--- src/rtl/countdown_display_scan_pkg.sv ---
// Shared constants for the countdown display: segment codes and scan defaults.
package countdown_display_scan_pkg;

   // Segment patterns, {a,b,c,d,e,f,g,dp}, active-low
   localparam logic [7:0] SEG_OFF  = 8'hFF;
   localparam logic [7:0] SEG_DASH = 8'hFD;

   // Digit code that renders as a dash
   localparam logic [3:0] BCD_DASH = 4'd11;

   // Scan defaults
   localparam int N_DIG_DEF        = 4;
   localparam int REFRESH_DIV_DEF  = 100000;
   localparam int DEAD_DEF         = 16;
   localparam int BLINK_FRAMES_DEF = 64;

endpackage

--- src/rtl/BCD_Encoder_c.sv ---
// Combinational BCD to seven-segment decoder, active-low, dp always off.
module BCD_Encoder_c
   import countdown_display_scan_pkg::*;
(
   input  logic [3:0] bcd_i,
   output logic [7:0] seg_o
);

   // Code lookup; non-decimal codes other than the dash render blank
   always_comb begin
      seg_o = SEG_OFF;
      case (bcd_i)
         4'd0:     seg_o = 8'h03;
         4'd1:     seg_o = 8'h9F;
         4'd2:     seg_o = 8'h25;
         4'd3:     seg_o = 8'h0D;
         4'd4:     seg_o = 8'h99;
         4'd5:     seg_o = 8'h49;
         4'd6:     seg_o = 8'h41;
         4'd7:     seg_o = 8'h1F;
         4'd8:     seg_o = 8'h01;
         4'd9:     seg_o = 8'h09;
         BCD_DASH: seg_o = SEG_DASH;
         default:  seg_o = SEG_OFF;
      endcase
   end

endmodule

--- src/rtl/countdown_display_scan.sv ---
// Time-multiplexed scan controller for a common-anode 7-segment display.
// Rotates one digit slot at a time through a shared decoder, with a
// frame-consistent digit shadow, leading-zero suppression, blanking,
// blinking, decimal points and anti-ghosting dead time.
module countdown_display_scan
   import countdown_display_scan_pkg::*;
#(
   parameter int N_DIG        = N_DIG_DEF,
   parameter int REFRESH_DIV  = REFRESH_DIV_DEF,
   parameter int DEAD         = DEAD_DEF,
   parameter int BLINK_FRAMES = BLINK_FRAMES_DEF
) (
   input  logic               clk_i,
   input  logic               rst_ni,
   input  logic [4*N_DIG-1:0] digits_in_i,
   input  logic               load_i,
   input  logic [N_DIG-1:0]   blank_mask_i,
   input  logic [N_DIG-1:0]   blink_en_i,
   input  logic               lz_suppress_i,
   input  logic [N_DIG-1:0]   dp_pos_i,
   output logic [N_DIG-1:0]   an_o,
   output logic [7:0]         seg_o,
   output logic               frame_done_o
);

   localparam int PW = (REFRESH_DIV > 1)  ? $clog2(REFRESH_DIV)  : 1;
   localparam int IW = (N_DIG > 1)        ? $clog2(N_DIG)        : 1;
   localparam int BW = (BLINK_FRAMES > 1) ? $clog2(BLINK_FRAMES) : 1;

   localparam logic [PW-1:0] PRESC_LAST = PW'(REFRESH_DIV - 1);
   localparam logic [PW-1:0] PRESC_PRE  = PW'(REFRESH_DIV - 2);
   localparam logic [PW-1:0] DEAD_LEN   = PW'(DEAD);
   localparam logic [IW-1:0] IDX_LAST   = IW'(N_DIG - 1);
   localparam logic [BW-1:0] BLINK_LAST = BW'(BLINK_FRAMES - 1);

   logic [PW-1:0]            presc_q, presc_d;
   logic [IW-1:0]            idx_q, idx_d;
   logic [BW-1:0]            blink_cnt_q, blink_cnt_d;
   logic                     blink_ph_q, blink_ph_d;
   logic [N_DIG-1:0][3:0]    active_q, active_d;
   logic [N_DIG-1:0][3:0]    pending_q, pending_d;
   logic [N_DIG-1:0][3:0]    din;
   logic [N_DIG-1:0]         an_q, an_d;
   logic [7:0]               seg_q, seg_d;
   logic                     frame_done_q, frame_done_d;

   logic                     slot_end, frame_end;
   logic [N_DIG-1:0]         zero_run;
   logic [3:0]               cur_digit;
   logic [7:0]               dec_seg;
   logic                     blanked, suppressed, digit_off, dp_on, in_dead;

   assign din       = digits_in_i;
   assign slot_end  = (presc_q == PRESC_LAST);
   assign frame_end = slot_end && (idx_q == IDX_LAST);

   // Next-state for the prescaler, slot index, blink timer and digit shadow
   always_comb begin
      presc_d     = slot_end ? '0 : presc_q + PW'(1);
      idx_d       = idx_q;
      blink_cnt_d = blink_cnt_q;
      blink_ph_d  = blink_ph_q;
      pending_d   = load_i ? din : pending_q;
      active_d    = active_q;
      if (slot_end)
         idx_d = (idx_q == IDX_LAST) ? '0 : idx_q + IW'(1);
      if (frame_end) begin
         // A load landing on the boundary bypasses pending so it is not
         // delayed by a whole frame.
         active_d = load_i ? din : pending_q;
         if (blink_cnt_q == BLINK_LAST) begin
            blink_cnt_d = '0;
            blink_ph_d  = ~blink_ph_q;
         end else begin
            blink_cnt_d = blink_cnt_q + BW'(1);
         end
      end
   end

   // Scan sequencing and digit shadow registers
   always_ff @(posedge clk_i or negedge rst_ni) begin
      if (!rst_ni) begin
         presc_q     <= '0;
         idx_q       <= '0;
         blink_cnt_q <= '0;
         blink_ph_q  <= 1'b0;
         active_q    <= '0;
         pending_q   <= '0;
      end else begin
         presc_q     <= presc_d;
         idx_q       <= idx_d;
         blink_cnt_q <= blink_cnt_d;
         blink_ph_q  <= blink_ph_d;
         active_q    <= active_d;
         pending_q   <= pending_d;
      end
   end

   // zero_run[i]: active digits N_DIG-1 down to i are all zero
   always_comb begin
      zero_run = '0;
      zero_run[N_DIG-1] = (active_q[N_DIG-1] == 4'd0);
      for (int i = N_DIG - 2; i >= 0; i--)
         zero_run[i] = zero_run[i+1] & (active_q[i] == 4'd0);
   end

   assign cur_digit = active_q[idx_q];

   BCD_Encoder_c u_dec (
      .bcd_i (cur_digit),
      .seg_o (dec_seg)
   );

   assign blanked    = blank_mask_i[idx_q] | (blink_en_i[idx_q] & blink_ph_q);
   assign suppressed = lz_suppress_i && (idx_q != '0) && zero_run[idx_q];
   assign digit_off  = blanked | suppressed;
   assign dp_on      = dp_pos_i[idx_q] & ~blanked;
   assign in_dead    = (presc_q < DEAD_LEN);

   // Pin drive for the current slot. A suppressed digit keeps its anode
   // on when it must still show its decimal point.
   always_comb begin
      an_d         = '1;
      seg_d        = SEG_OFF;
      frame_done_d = (idx_q == IDX_LAST) && (presc_q == PRESC_PRE);
      if (!in_dead) begin
         if (!digit_off)
            seg_d = dec_seg;
         if (dp_on)
            seg_d[0] = 1'b0;
         if (!digit_off || dp_on)
            an_d[idx_q] = 1'b0;
      end
   end

   // Registered pin outputs; frame_done is timed to line up with the boundary
   always_ff @(posedge clk_i or negedge rst_ni) begin
      if (!rst_ni) begin
         an_q         <= '1;
         seg_q        <= SEG_OFF;
         frame_done_q <= 1'b0;
      end else begin
         an_q         <= an_d;
         seg_q        <= seg_d;
         frame_done_q <= frame_done_d;
      end
   end

   assign an_o         = an_q;
   assign seg_o        = seg_q;
   assign frame_done_o = frame_done_q;

endmodule

--- config.mk ---
export PLATFORM = sky130hd
export DESIGN_NAME = countdown_display_scan
export DESIGN_NICKNAME = d
export VERILOG_FILES = /design/src/rtl/countdown_display_scan_pkg.sv /design/src/rtl/BCD_Encoder_c.sv /design/src/rtl/countdown_display_scan.sv
export SDC_FILE = /design/constraint.sdc
export NUM_CORES = 1
export LEC_CHECK = 0
export CAP_MARGIN = 40
export CORE_ASPECT_RATIO = 0.8
export CORE_MARGIN = 2
export CORE_UTILIZATION = 59
export DETAILED_ROUTE_END_ITERATION = 6
export PLACE_DENSITY = 0.95
export SYNTH_ARGS = -nofsm -noshare
export SYNTH_HDL_FRONTEND = slang
export SYNTH_HIERARCHICAL = 1
export SYNTH_SLANG_ARGS = --single-unit
export TNS_END_PERCENT = 10
--- constraint.sdc ---
create_clock -name clk_i -period 3.8 [get_ports clk_i]
set_input_delay 0.38 -clock clk_i [delete_from_list [all_inputs] [get_ports clk_i]]
set_output_delay 0.38 -clock clk_i [all_outputs]
set_load 0.005 [all_outputs]
==> key figures <==
Timing
  • Fmax: roughly 360 MHz
  • Rel. slew slack: a little over 50%
  • Final Slew Violations: 0
  • Setup TNS: 0 ps
  • Final Hold Fails: 0
  • Crit share post-route: roughly three quarters
  • Final min period: about 2800 ps
  • Setup violators final: 0
  • RSZ-0062 raised after global routing: false
  • Final setup margin: about 1000 ps
  • Clk_skew: between 10 and 15 ps
  • Worst-Margin Slew: around 740 ps

Power and ir drop
  • Clk network pwr share: slightly above 40%
  • Worst vdd ir: approximately 0.00023 V
  • Logic pwr share: about 6.7%
  • Leak pwr: 1.88 nW
  • Pwr dens: approximately 360 nW/µm²
  • Net switching power: 0.329 mW
  • Int Power: between 1 and 1.5 mW
  • Sequential share of power: a little over half
  • Switching share of power: roughly 22%

Min path
  • Hold path endpoint: blink_cnt_q[4]$_DFFE_PN0P_
  • Hold path depth: 1
  • Hold path startpoint: blink_cnt_q[4]$_DFFE_PN0P_
  • Hold WC Path Type: flip-flop to flip-flop

Worst setup path
  • Crit Path Max Fanout: 12
  • Reg-to-reg endpoint: seg_o[4]$_DFF_PN1_
  • Worst Setup End Kind: flip-flop
  • Critical Path RT: roughly 4100 ps
  • R2R Path Start: idx_q[0]$_DFFE_PN0N_
  • Flop2flop setup slack: 1000 ps
  • Setup CP Type: flip-flop to flip-flop
  • R2R depth: 6
  • Startpoint Class: flip-flop
  • Arrival @ worst endpoint: 3080 ps

Synth
  • Async S/R FF share, synth: between 90% and 100%
  • Syn_area_per_cell: around 12 µm²
  • Yosys warning count: 6
  • Post-synth EDFFs: 0
  • Yosys cell types: between 40 and 50
  • Number of storage elements in the synthesis netlist: 71
  • Synth Instances: 280
  • Syn Std Cell Area: approximately 3400 µm²
  • Sequential element share of the synthesized area: a little over half
  • Cell taking the most area after synthesis: dfrtp_1
  • Post-synth top area share: 42.9%
  • Largest cells by area after synthesis: dfrtp_1 (43%), mux2_2 (11%), dfstp_2 (9.2%)
  • Synthesized Nets: about 330
  • Primary FF master, synth: dfrtp_1

Drt
  • Initial DRC count: between 300 and 400
  • Vias: 2,608
  • Average wire per standard cell: between 15 and 20 µm
  • Metal3 WL: approximately 680 µm
  • Vias per cell: between 6 and 7
  • Residual DRC: 0
  • Top sig layer: met4
  • Drt pass-1 iters: 5
  • Met1 Wirelength: 3070 µm
  • DRT Wirelength: ~8100 µm
  • Post-route ant nets: 0
  • Met2 WL post-DR: 3920 µm

Global routing
  • Gr ovfl total: 0
  • Largest net degree at the start of global routing: 29
  • First-pass GRT wire length: 13,000 µm
  • Gr usage total: between 20% and 30%
  • Initial antenna violation count: 0
  • Number of global-route vias before repair: ~2,700

Floorplan
  • Number of I/O pins: 45
  • Die Span X: 89.4 µm
  • Die area: about 6500 µm²
  • CORE AREA: approximately 5500 µm²
  • Starting Density: 62.3%
  • Row Count: 24
  • Die Height: 72.3 µm

Placement
  • I/O Buffers: 44
  • Placer Congestion: about 0.83
  • HPWL after DPL: 5200 µm
  • Post-placement setup slack: around 1100 ps

Finish
  • Antenna diode count: 0
  • Nets: between 300 and 400
  • Commonest non-fill, non-tap cell in the layout: dfrtp_1
  • P&R area growth vs syn: 21.0%
  • Commonest non-fill, non-tap cells in the layout: dfrtp_1 (59), clkdlybuf4s50_1 (43), mux2_2 (35), nor2_1 (21), ha_1 (13)
  • Ratio of cells with drive above 1 in the final layout: around a quarter

Clocking
  • Clk root buf: clkbuf_8
  • Maximum buffer depth of the clock tree: 2
  • CTS tree: yes
  • Clock Latency Late Sink: roughly 350 ps
  • H-tree Lvls: 3
  • Clk sinks: slightly above 70
  • Clock Pin Slew Worst Setup and Hold Paths: ~70 ps
  • Setup bufs post-CTS: 0
  • Inserted Clock Buffers: 9

Status
  • Status: finished, final reports clean

Job
  • Max_cap viols: 0
## critical path: stages (launching register included)
cell and delay (ps):
dfrtp_1 700, inv_1 220, ha_1 280, or4b_2 680, nor3_1 320, nand3_1 330
nand3b_1 200
## cells in the mapped netlist, drive strengths merged (3+ instances only)
master  count
a211oi      4
a21oi      13
inv         8
mux4        5
nand2b      3
mux2       35
xnor2       4
nand4       7
nand2      10
nand3b      7
nor3        5
ha         13
nand3      11
buf         5
o21ai       5
dfstp      12
nor2       23
clkbuf      5
nor4        6
dfrtp      59
or4         3
xor2       11
## repair_timing
| item | CTS | global route |
|---|---|---|
| hold buffers | 1 | 0 |
| gates resized for setup | 0 | 0 |
| endpoints found under the hold margin | 16 | 0 |
## stage by stage
stage	area [µm²]	hold WS (ps)	instances	power, mW	utilization [%]
2_1_floorplan	3440	84.4	280	0.829	-
3_3_place_gp	3930	461	394	0.889	71.1
3_5_place_dp	3960	358	395	0.899	71.6
4_1_cts	4160	485	412	1.49	75.3
5_1_grt	4160	505	412	1.54	75.3
6_report	4160	479	412	1.48	75.3
## layer usage
| layer | up-vias | global-route usage (%) |
|---|---|---|
| met5 | - | 0 |
| met2 | 176 | 44.3 |
| met3 | 45 | 8.30 |
| met4 | 0 | 15.4 |
| met1 | 1273 | 34.4 |
| li1 | 1114 | - |
## sequential cells by signal, summed over array words and instances, names as in the netlist
signal	flops
pending_q	16
presc_q	17
blink_cnt_q	6
seg_o	8
frame_done_o	1
an_o	4
active_q	16
idx_q	2
blink_ph_q	1
## worst max path at each step
stage	startpoint	end	slack [ps]	cells after the start
finish	idx_q[0]$_DFFE_PN0N_	seg_o[4]$_DFF_PN1_	1000	6
global placement	idx_q[0]$_DFFE_PN0N_	seg_o[6]$_DFF_PN1_	1250	6
floorplan	idx_q[0]$_DFFE_PN0N_	seg_o[1]$_DFF_PN1_	1370	7
CTS	idx_q[0]$_DFFE_PN0N_	seg_o[5]$_DFF_PN1_	1030	6
detailed placement	idx_q[0]$_DFFE_PN0N_	seg_o[5]$_DFF_PN1_	1130	6
global route	idx_q[0]$_DFFE_PN0N_	seg_o[5]$_DFF_PN1_	810	6
## kinds of logic (layout without fill, tap and decap cells)
group           count (synthesis)  in the layout  share of synthesized area, %
simple gates                   87             87                          15.4
flops                          71             71                          52.1
mux                            40             40                          14.7
compound gates                 35             35                          6.55
buf+inv                        18             72                          2.62
xor+xnor                       15             15                          3.82
fa+ha+maj                      13             13                          4.73
other cells                     1              1                         0.109
## area by class of cell
cell class                 instances  area [µm²]
multi-input combinational        191        1560
clock inverter                     6        60.1
clock buffer                      10         138
fill                             347        1360
timing repair buffer              48         488
tap                               78        97.6
sequential                        71        1790
inverter                           8        30.0
## power by group through the flow
stage	registers (mW)	logic [mW]	clock network [mW]
2_1_floorplan	0.799	0.0306	0
3_3_place_gp	0.798	0.0909	0
3_5_place_dp	0.801	0.0982	0
4_1_cts	0.787	0.0995	0.604
5_1_grt	0.788	0.108	0.643
6_report	0.787	0.0990	0.598
No activity file was read; power rests on OpenSTA's default activity.
